==> config.mk <==
export PLATFORM = sky130hd
export DESIGN_NAME = batch_serializer_fifo
export DESIGN_NICKNAME = d
export VERILOG_FILES = /design/src/rtl/batch_ser_pkg.sv /design/src/rtl/batch_ser_mem.sv /design/src/rtl/batch_serializer_fifo.sv
export SDC_FILE = /design/constraint.sdc
export NUM_CORES = 1
export LEC_CHECK = 0
export ABC_AREA = 1
export CORE_MARGIN = 2
export CORE_UTILIZATION = 40
export CTS_CLUSTER_SIZE = 16
export DETAILED_ROUTE_END_ITERATION = 16
export PLACE_DENSITY = 0.65
export SLEW_MARGIN = 20
export SYNTH_ARGS = -nofsm -noshare
export SYNTH_HDL_FRONTEND = slang
export SYNTH_SLANG_ARGS = --single-unit
==> constraint.sdc <==
create_clock -name clk_i -period 7.63 [get_ports clk_i]
set_input_delay 1.526 -clock clk_i [delete_from_list [all_inputs] [get_ports clk_i]]
set_output_delay 1.526 -clock clk_i [all_outputs]
set_load 0.01 [all_outputs]
==> src/rtl/batch_ser_pkg.sv <==
// Shared width helpers for the batch serializer FIFO; every width is derived
// from the instance parameters, nothing is fixed here.
package batch_ser_pkg;

    function automatic int unsigned ptrWidth(input int unsigned depth);
        return (depth > 1) ? $clog2(depth) : 1;
    endfunction

    function automatic int unsigned lvlWidth(input int unsigned depth);
        return ptrWidth(depth) + 1;
    endfunction

    // Bit offset of lane 'lane' inside a packed batch of dataW-wide words.
    function automatic int unsigned laneLsb(input int unsigned lane, input int unsigned dataW);
        return lane * dataW;
    endfunction

endpackage

==> src/rtl/batch_ser_mem.sv <==
// Storage array for the batch serializer: one batch-aligned LANES-wide write
// port and one registered single-word read port.
module batch_ser_mem
    import batch_ser_pkg::*;
#(
    parameter int unsigned DATA_W  = 36,
    parameter int unsigned LANES   = 4,
    parameter int unsigned BATCHES = 4
) (
    input  logic                             clk_i,
    input  logic                             rst_ni,
    input  logic                             we_i,
    input  logic [$clog2(BATCHES)-1:0]       wbatch_i,
    input  logic [LANES*DATA_W-1:0]          wdata_i,
    input  logic                             re_i,
    input  logic [ptrWidth(LANES*BATCHES)-1:0] raddr_i,
    output logic [DATA_W-1:0]                rdata_o
);

    localparam int unsigned DEPTH  = LANES * BATCHES;
    localparam int unsigned LANE_W = $clog2(LANES);

    logic [DATA_W-1:0] mem_q [DEPTH];
    logic [DATA_W-1:0] rdata_q;

    // The array itself is never reset; the control logic decides what is valid.
    always_ff @(posedge clk_i) begin
        if (we_i) begin
            for (int unsigned k = 0; k < LANES; k++) begin
                mem_q[{wbatch_i, LANE_W'(k)}] <= wdata_i[laneLsb(k, DATA_W) +: DATA_W];
            end
        end
    end

    always_ff @(posedge clk_i or negedge rst_ni) begin
        if (!rst_ni) begin
            rdata_q <= '0;
        end else if (re_i) begin
            rdata_q <= mem_q[raddr_i];
        end
    end

    assign rdata_o = rdata_q;

endmodule

==> src/rtl/batch_serializer_fifo.sv <==
// Multi-lane gather/serialise FIFO: one LANES-word batch in per write, one word
// out per read. Define BATCH_SER_ERR_EN to add sticky overflow/underflow outputs.
module batch_serializer_fifo
    import batch_ser_pkg::*;
#(
    parameter int unsigned DATA_W  = 36,
    parameter int unsigned LANES   = 4,
    parameter int unsigned BATCHES = 4,
    localparam int unsigned LVL_W  = lvlWidth(LANES * BATCHES)
) (
    input  logic                    clk_i,
    input  logic                    rst_ni,
    input  logic                    wr_en_i,
    input  logic [LANES*DATA_W-1:0] din_i,
    output logic                    wr_ready_o,
    input  logic                    rd_en_i,
    output logic [DATA_W-1:0]       dout_o,
    output logic                    dout_valid_o,
    output logic                    full_o,
    output logic                    empty_o,
    output logic [LVL_W-1:0]        level_o,
    output logic                    frame_done_o
`ifdef BATCH_SER_ERR_EN
    ,
    output logic                    overflow_o,
    output logic                    underflow_o
`endif
);

    localparam int unsigned DEPTH   = LANES * BATCHES;
    localparam int unsigned PTR_W   = ptrWidth(DEPTH);
    localparam int unsigned BATCH_W = $clog2(BATCHES);

    localparam logic [LVL_W-1:0] FULL_LVL  = LVL_W'(DEPTH - LANES);
    localparam logic [LVL_W-1:0] LANES_LVL = LVL_W'(LANES);
    localparam logic [PTR_W-1:0] LAST_WORD = PTR_W'(DEPTH - 1);

    // The write pointer is kept as a batch index; its lane bits are always zero.
    logic [BATCH_W-1:0] wrPtr_q, wrPtr_d;
    logic [PTR_W-1:0]   rdPtr_q, rdPtr_d;
    logic [PTR_W-1:0]   frameCnt_q, frameCnt_d;
    logic [LVL_W-1:0]   level_q, level_d;
    logic               full_q, full_d;
    logic               empty_q, empty_d;
    logic               doutValid_q, doutValid_d;
    logic               frameDone_q, frameDone_d;
    logic               wrAcc, rdAcc;

    assign wrAcc = wr_en_i && !full_q;
    assign rdAcc = rd_en_i && !empty_q;

    always_comb begin
        wrPtr_d     = wrPtr_q;
        rdPtr_d     = rdPtr_q;
        frameCnt_d  = frameCnt_q;
        level_d     = level_q + (wrAcc ? LANES_LVL : '0) - (rdAcc ? LVL_W'(1) : '0);
        full_d      = 1'b0;
        empty_d     = 1'b0;
        doutValid_d = rdAcc;
        frameDone_d = rdAcc && (frameCnt_q == LAST_WORD);
        if (wrAcc) begin
            wrPtr_d = wrPtr_q + BATCH_W'(1);
        end
        if (rdAcc) begin
            rdPtr_d    = rdPtr_q + PTR_W'(1);
            frameCnt_d = frameCnt_q + PTR_W'(1);
        end
        full_d  = level_d > FULL_LVL;
        empty_d = level_d == '0;
    end

    always_ff @(posedge clk_i or negedge rst_ni) begin
        if (!rst_ni) begin
            wrPtr_q     <= '0;
            rdPtr_q     <= '0;
            frameCnt_q  <= '0;
            level_q     <= '0;
            full_q      <= 1'b0;
            empty_q     <= 1'b1;
            doutValid_q <= 1'b0;
            frameDone_q <= 1'b0;
        end else begin
            wrPtr_q     <= wrPtr_d;
            rdPtr_q     <= rdPtr_d;
            frameCnt_q  <= frameCnt_d;
            level_q     <= level_d;
            full_q      <= full_d;
            empty_q     <= empty_d;
            doutValid_q <= doutValid_d;
            frameDone_q <= frameDone_d;
        end
    end

    batch_ser_mem #(
        .DATA_W  (DATA_W),
        .LANES   (LANES),
        .BATCHES (BATCHES)
    ) u_mem (
        .clk_i    (clk_i),
        .rst_ni   (rst_ni),
        .we_i     (wrAcc),
        .wbatch_i (wrPtr_q),
        .wdata_i  (din_i),
        .re_i     (rdAcc),
        .raddr_i  (rdPtr_q),
        .rdata_o  (dout_o)
    );

    assign wr_ready_o   = !full_q;
    assign full_o       = full_q;
    assign empty_o      = empty_q;
    assign level_o      = level_q;
    assign dout_valid_o = doutValid_q;
    assign frame_done_o = frameDone_q;

`ifdef BATCH_SER_ERR_EN
    logic overflow_q, overflow_d;
    logic underflow_q, underflow_d;

    // Sticky until reset so software can poll after the fact.
    always_comb begin
        overflow_d  = overflow_q  | (wr_en_i & full_q);
        underflow_d = underflow_q | (rd_en_i & empty_q);
    end

    always_ff @(posedge clk_i or negedge rst_ni) begin
        if (!rst_ni) begin
            overflow_q  <= 1'b0;
            underflow_q <= 1'b0;
        end else begin
            overflow_q  <= overflow_d;
            underflow_q <= underflow_d;
        end
    end

    assign overflow_o  = overflow_q;
    assign underflow_o = underflow_q;
`endif

endmodule

---- After elaboration in Yosys (flattened, before gate mapping) ----
Memories as Yosys holds them, arrays and structs flattened. A register that Yosys moved wholly into a read port is not among the register bits.
Index checks and enable logic that the tools add are counted.
storage, ports and cells
  word-level logic and storage cells ...... 27
  memory bits (writable) .................. 576
  memories ................................ 1
  output and inout bits ................... 46
  input bits .............................. 148
  register bits ........................... 19
memory list
  name         depth  width  read ports  clocked after Yosys merged registers in  wr ports  RTL line             source
  u_mem.mem_q  16     36     1           1                                        4         batch_ser_mem.sv:23  logic [DATA_W-1:0] mem_q [DEPTH];
cells by class
  $lt $le $gt $ge ......................... 1
  $add $sub $neg .......................... 5
  eq/ne operators ......................... 1
  multiplexer cells ....................... 4
  reduce and logical (&&, ||, !) cells .... 7
operator list
  cell                   count
  $add A4 B1 Y4 const B  2
  $add A5 B3 Y5          1
  $gt A5 B4 Y1 const B   1
  $logic_not A5 Y1       1
  $sub A5 B1 Y5          1
  $eq A4 B4 Y1 const B   1
  $logic_and A1 B1 Y1    3
  $logic_not A1 Y1       3
  $mux W1                3
  $mux W3                1
  $add A2 B1 Y2 const B  1

---- Depth between registers and ports, before layout ----
  depth in word-level cells ............... 6
  depth in mapped cells ................... 12
  depth with buffers taken out ............ 10

---- Hierarchy ----
A second synthesis with hierarchy kept.
second synthesis, totals
  cell total of the unflattened synthesis .. 2128
  area, all modules ....................... 25260.5 um^2
by module, submodules not included
  module                 area each (um^2)  sequential area each (um^2)  cells an instance  instances
  batch_ser_mem          24394.6           18197.5                      2043               1
  batch_serializer_fifo  865.8             476.7                        85                 1

---- Least setup slack after synthesis ----
OpenSTA, ideal clock, no wires.
  path type ............................... input to register
  from .................................... input wr_en_i
  to ...................................... memory u_mem.mem_q[0][0], enable pin
  data arrival time ....................... 7.688 ns
  buffers on the path ..................... 0
  setup slack ............................. -0.708 ns
  library setup time ...................... 0.650 ns
  stages on the path ...................... 2
  required time ........................... 6.980 ns
  path through ............................ nand2_1 -> nor2_1
RTL lines
  what         RTL line                     source
  from (decl)  batch_serializer_fifo.sv:13  input logic wr_en_i,
  to (decl)    batch_ser_mem.sv:23

---- Worst setup path in the final report ----
  from .................................... input rd_en_i
  to ...................................... register full_q (netlist: full_o)
between the ends
  longest elaborated chain between the ends .. 4
RTL lines
  what                  RTL line                     source
  from (decl)           batch_serializer_fifo.sv:16  input logic rd_en_i,
  $logic_and A1 B1 Y1   batch_serializer_fifo.sv:50  assign rdAcc = rd_en_i && !empty_q;
  $mux W1               batch_serializer_fifo.sv:56  level_d = level_q + (wrAcc ? LANES_LVL : '0) - (rdAcc ? LVL_W'(1) : '0);
  $sub A5 B1 Y5         batch_serializer_fifo.sv:56
  $gt A5 B4 Y1          batch_serializer_fifo.sv:68  full_d = level_d > FULL_LVL;
  net full_d            batch_serializer_fifo.sv:43  logic full_q, full_d;
  to (signal assigned)  batch_serializer_fifo.sv:87  full_q <= full_d;
  to (decl)             batch_serializer_fifo.sv:43
The timed path passes the listed nets, and every way through them passes these cells.
A chain may end at the register's enable or synchronous reset.

==> out/results.tsv <==
stage	metric	value	unit
die	placementRows	91	
critical_path	slowest_delay	0.62	ns
synthesis	yosys_warnings	0	
clocking	hold_buffers	0	
critical_path	startpoint_type	primary input	
global_route	grt_max_degree	190	
clocking	clock_path_buffers	3	
global_route	grt_pass1_wl	91700	um
drt	wirelength	60100	um
status	status	completed	
placement	dp_hpwl	32800	um
layout	final.fill_count	5496	
die	io_pins	194	
drt	drt_iter0_drc	1352	
sta	hold_violations	0	
synthesis	postSynthAreaPerCell	11.8	um^2
sta	slew_headroom	26.1	%
clocking	cts_tree	done	
clocking	cts_root_buffer	clkbuf_16	
critical_path	crit_required	8.13	ns
critical_path	crit_path_end_kind	register	
die	die_h	255	um
clocking	cts.sink_count	631	
die	die_area	0.0649	mm^2
pwr	swShare	35.2	%
critical_path	crit_fanout	48	
drt	drt-pass1-iter-count	5	
sta	hold_ws	0.478	ns
sta	slew_viol_final	0	
sta	fin_crit_sh	47.9	%
pwr	power.leakage	11.0	nW
pwr	clock_power_share	26.1	%
placement	routabilityCongestion	0.770	
synthesis	synth_area_leaders	edfxtp_1, nand2_1, nand3_1	
global_route	gr-total-overflow	0	
layout	nets	2430	
pwr	cell_internal_pwr	7.15	mW
pwr	p_comb_share	31.1	%
clocking	post_cts_resized	0	
pwr	power.switching	3.89	mW
sta	fin_setup_tns	0	ns
layout	final_common_cell	nand2_1	
synthesis	synth_seq_cells	631	
die	core_area	0.0619	mm^2
critical_path	crit_path_frequent_cell	inv_1	
layout	area_growth	17.8	%
synthesis	yosysUniqueCellTypes	23	
clocking	h-tree-depth	2	
drt	drc	0	
critical_path	crit_family	buffers and inverters	
critical_path	cp_slowest_cell	buf_4	
placement	io_buffers	193	
sta	fin_skew	0.0154	ns
synthesis	syn_inst	2126	
critical_path	crit_buf_inv	5	
sta	setup_viol	0	
drt	vias	16000	
sta	rsz0062_at_grt	no	
critical_path	critPathKind	primary input to register	
drt	viasPerCell	5.07	
drt	wl_per_cell	19.0	um
hold_path	hp-class	register to register	
global_route	track_usage	18.5	%
global_route	grt_pass1_vias	16000	
clocking	postCtsSetupRepairBufs	0	
critical_path	cp.arrival	4.16	ns
sta	period_minus_slack	3.65	ns
layout	layout-drive-gt1-share	5.09	%
sta	fmax	274	MHz
run	cap_violations	0	
pwr	max-vdd-ir-drop	0.254	mV
clocking	cts_made_buffers	59	
synthesis	yosys.area.top_type_share	68.8	%
critical_path	crit_chain	clkdlybuf4s50_1, inv_1, nor2_4, buf_4, ha_1, inv_1, ha_1, inv_1, fa_1, xor2_1, nor3_1, or2_2	
global_route	antenna_found_initial	13	
synthesis	synth_nets	2286	
drt	ant_nets	0	
clocking	clock_latency	0.62	ns
synthesis	synth_top_area_cell	edfxtp_1	
layout	layout_common_cells	nand2_1, edfxtp_1, nand3_1, clkdlybuf4s50_1, clkbuf_16	
clocking	path_clk_slew	0.06	ns
synthesis	syn_area	0.0252	mm^2
pwr	power.density	373	mW/mm^2
pwr	seqPwrFrac	42.9	%
die	dieWidth	255	um
die	start_util	40.6	%
sta	worst_slew_pin_slew	1.11	ns
synthesis	ys_seq_area_share	74.2	%
## cell families after synthesis
family | Yosys count | share of synthesized area (%)
AO/OA/AOI/OAI | 7 | 0.139
adder cells (fa/ha/maj) | 12 | 0.627
XOR/XNOR | 10 | 0.348
flip-flops | 631 | 74.2
AND/OR/NAND/NOR | 1315 | 21.8
buffers and inverters | 151 | 2.84
## synth_stat cells
library cell  number
xor2_1             8
nand3_1          429
dfstp_2            1
inv_2              4
or2_2              1
buf_4             11
fa_1               1
buf_1             14
buf_2             79
xnor2_1            2
ha_1              11
inv_1             22
a21oi_1            6
nor2_1             9
o21ai_0            1
dfrtp_1           54
nor3b_1            1
nor3_1             1
buf_6              1
edfxtp_1         576
nand4_1            1
nand2_1          873
clkbuf_1          20
## per-stage QoR
step	power, mW	std cells	worst slack [ns]	utilization [%]	area [um^2]
2_1_floorplan	7.18	2126	-0.708	-	25200
3_3_place_gp	8.17	3046	3.37	44.8	27700
3_5_place_dp	8.26	3046	3.31	44.8	27700
4_1_cts	11.2	3156	3.78	47.8	29600
5_1_grt	11.8	3157	3.71	47.8	29600
6_report	11.0	3159	3.98	47.8	29600
## final timing paths
path	depth (start not counted)	to	from	slack, ns
worst max-delay path	12	full_o	rd_en_i	3.98
worst min-delay path	2	u_mem.rdata_o[26]	u_mem.rdata_o[26]	0.48
worst max register to register	10	u_mem.rdata_o[13]	rdPtr_q[0]	4.14
worst min register to register	2	u_mem.rdata_o[26]	u_mem.rdata_o[26]	0.48
max in group asynchronous	1	rdPtr_q[1]	rst_ni	5.83
min in group asynchronous	1	dout_valid_o	rst_ni	1.06
## worst register-to-register path: cells and delay by family, from the launching register on
kind,cells,cell delay [ns]
and+or+nand+nor,8,0.83
buffers and inverters,2,1.78
DFF,1,0.80
## state kept, by name, summed over array words and instances, names as in the netlist
| register | count |
|---|---|
| dout_valid_o | 1 |
| full_o | 1 |
| empty_o | 1 |
| level_o | 5 |
| wrPtr_q | 2 |
| u_mem.rdata_o | 36 |
| rdPtr_q | 4 |
| frameCnt_q | 4 |
| frame_done_o | 1 |
| u_mem.mem_q | 576 |
## layout make-up
| cell class | count | area, um^2 | area share (%) |
|---|---|---|---|
| Sequential cell | 631 | 18700 | 63.1 |
| Multi-Input combinational cell | 1344 | 5800 | 19.6 |
| Timing Repair Buffer | 208 | 2080 | 7.03 |
| Clock buffer | 77 | 1610 | 5.42 |
| Tap cell | 837 | 1050 | 3.53 |
| Clock inverter | 33 | 295 | 0.996 |
| Inverter | 26 | 109 | 0.367 |
| Antenna cell | 3 | 7.51 | 0.0253 |
## metal layers
metal | vias up | global-route usage [%] | routed length (um)
met5 | - | 0 | 150
met4 | 22 | 5.58 | 1440
met3 | 109 | 4.49 | 3920
met2 | 460 | 31.0 | 29200
met1 | 7803 | 23.8 | 25300
li1 | 7629 | - | -
## power groups by stage
stage,sequential (mW),combinational [mW],clock (mW)
2_1_floorplan,4.66,2.51,0
3_3_place_gp,4.79,3.38,0
3_5_place_dp,4.80,3.46,0
4_1_cts,4.74,3.48,2.94
5_1_grt,4.79,3.90,3.07
6_report,4.74,3.43,2.88
No activity file was read; power rests on OpenSTA's default activity.
==> patch (same flow settings) <==
Compare `frameCnt_q` against `LAST_WORD` with >= in place of ==.
--- a/src/rtl/batch_serializer_fifo.sv
+++ b/src/rtl/batch_serializer_fifo.sv
@@ -57,7 +57,7 @@
         full_d      = 1'b0;
         empty_d     = 1'b0;
         doutValid_d = rdAcc;
-        frameDone_d = rdAcc && (frameCnt_q == LAST_WORD);
+        frameDone_d = rdAcc && (frameCnt_q >= LAST_WORD);
         if (wrAcc) begin
             wrPtr_d = wrPtr_q + BATCH_W'(1);
         end
Check against the original RTL: no difference found for any inputs over 4 cycles, from zero or initial values and one cycle with rst_ni low; that may be too few to reach the edited logic, so the function may still have changed.
==> patch against the original RTL <==
Synthesized area down 0.25%; global-route usage rose by 0.39 points; synthesized cell count is 0.14% lower; power decreased by 1.4%; cell count hardly changed; sequential cell count stayed put; worst hold slack got worse by 0.0043 ns; cell area down 0.36%; wire length up 1.7%; clock power is 4% lower; setup slack improved by 0.040 ns; critical path type is now flip-flop to flip-flop; critical endpoint is now u_mem.rdata_o[0]; largest power group unchanged.
==> patch: results (changes against the original RTL) <==
[global_route]
grt.total_usage_pct=18.9  ; +0.39 points
antenna_found_initial=4  ; -9
grt_pass1_wl_um=93300  ; +1.7%
grt_pass1_vias=16000  ; -0.29%

[power]
finalPower_mw=10.9  ; -1.4%
p_clk_mw=2.77  ; -4%
p_leak_nw=10.9  ; -0.83%
irDropWorstVdd_mv=0.263  ; +3.7%
p_sw_mw=3.91  ; +0.38%

[detailed_routing]
dr.first_iter.drc_count=1493  ; +10%
vias_per_cell=5.09  ; +0.27%
routedWlPerCell_um=19.3  ; +1.7%
dr_wl_met3_um=4390  ; +12%

[logic_synthesis]
synth_xor_xnor_area_share_pct=0.349  ; +0.00089 points
seq_area_frac_synth_pct=74.4  ; +0.19 points
synth_commonest_cells=nand2_1 (875), edfxtp_1 (576), nand3_1 (326), a21oi_1 (74), buf_2 (58)
synth.area.top_cells=edfxtp_1 (69%), nand2_1 (13%), nand3_1 (6.5%)
syn-instance-count=2123  ; -0.14%

[setup_path]
slowest_delay_ns=0.96  ; +0.34 ns
crit_arrival_ns=4.17  ; about the same

[clocking]
cts_buffers=58  ; -1.7%

[cells_and_area]
nets=2433  ; +0.12%
drive_gt1_share_pct=4.95  ; -0.14 points

[timing]
clock_skew_ns=0.0145  ; -0.000950 ns
slew_headroom_pct=25.4  ; -0.70 points

[outcome]
status=finished clean

-- patch: cell types whose count changed in the layout (fill, tap and decap cells not counted), sizes merged, moves of 3 or more --
cell and change:
nor2 +37, a21oi +68, clkinvlp +3, inv -5, buf +3, nand3 -103
-- patch: worst register-to-register path, delay by kind of cell, from the launching register on --
| family | cells | cell delay [ns] |
|---|---|---|
| buffers and inverters | 3 | 1.95 |
| flip-flops | 1 | 0.96 |
| AND/OR/NAND/NOR | 5 | 0.64 |
-- patch: layout make-up --
class / instances / area (um2)
Tap cell: 837 / 1050
Inverter: 23 / 103
Clock buffer: 75 / 1540
Multi-Input combinational cell: 1348 / 5780
Antenna cell: 1 / 2.50
Sequential cell: 631 / 18700
Fill cell: 5363 / 32300
Timing Repair Buffer: 211 / 2100
Clock inverter: 34 / 278
-- patch: worst paths after layout --
path | to | start | slack [ns] | depth (start not counted)
setup / recovery | u_mem.rdata_o[0] | rdPtr_q[1] | 4.02 | 8
hold / removal | frameCnt_q[3] | frameCnt_q[3] | 0.47 | 1
setup reg to reg | u_mem.rdata_o[0] | rdPtr_q[1] | 4.02 | 8
hold reg to reg | frameCnt_q[3] | frameCnt_q[3] | 0.47 | 1
max in group asynchronous | rdPtr_q[1] | rst_ni | 5.86 | 1
min in group asynchronous | u_mem.rdata_o[32] | rst_ni | 1.06 | 1
-- patch: metal layers --
| layer | GRT usage [%] | up-vias |
|---|---|---|
| li1 | - | 7599 |
| met1 | 25.6 | 7822 |
| met2 | 31.3 | 552 |
| met3 | 3.78 | 92 |
| met4 | 4.57 | 6 |
| met5 | 0 | - |
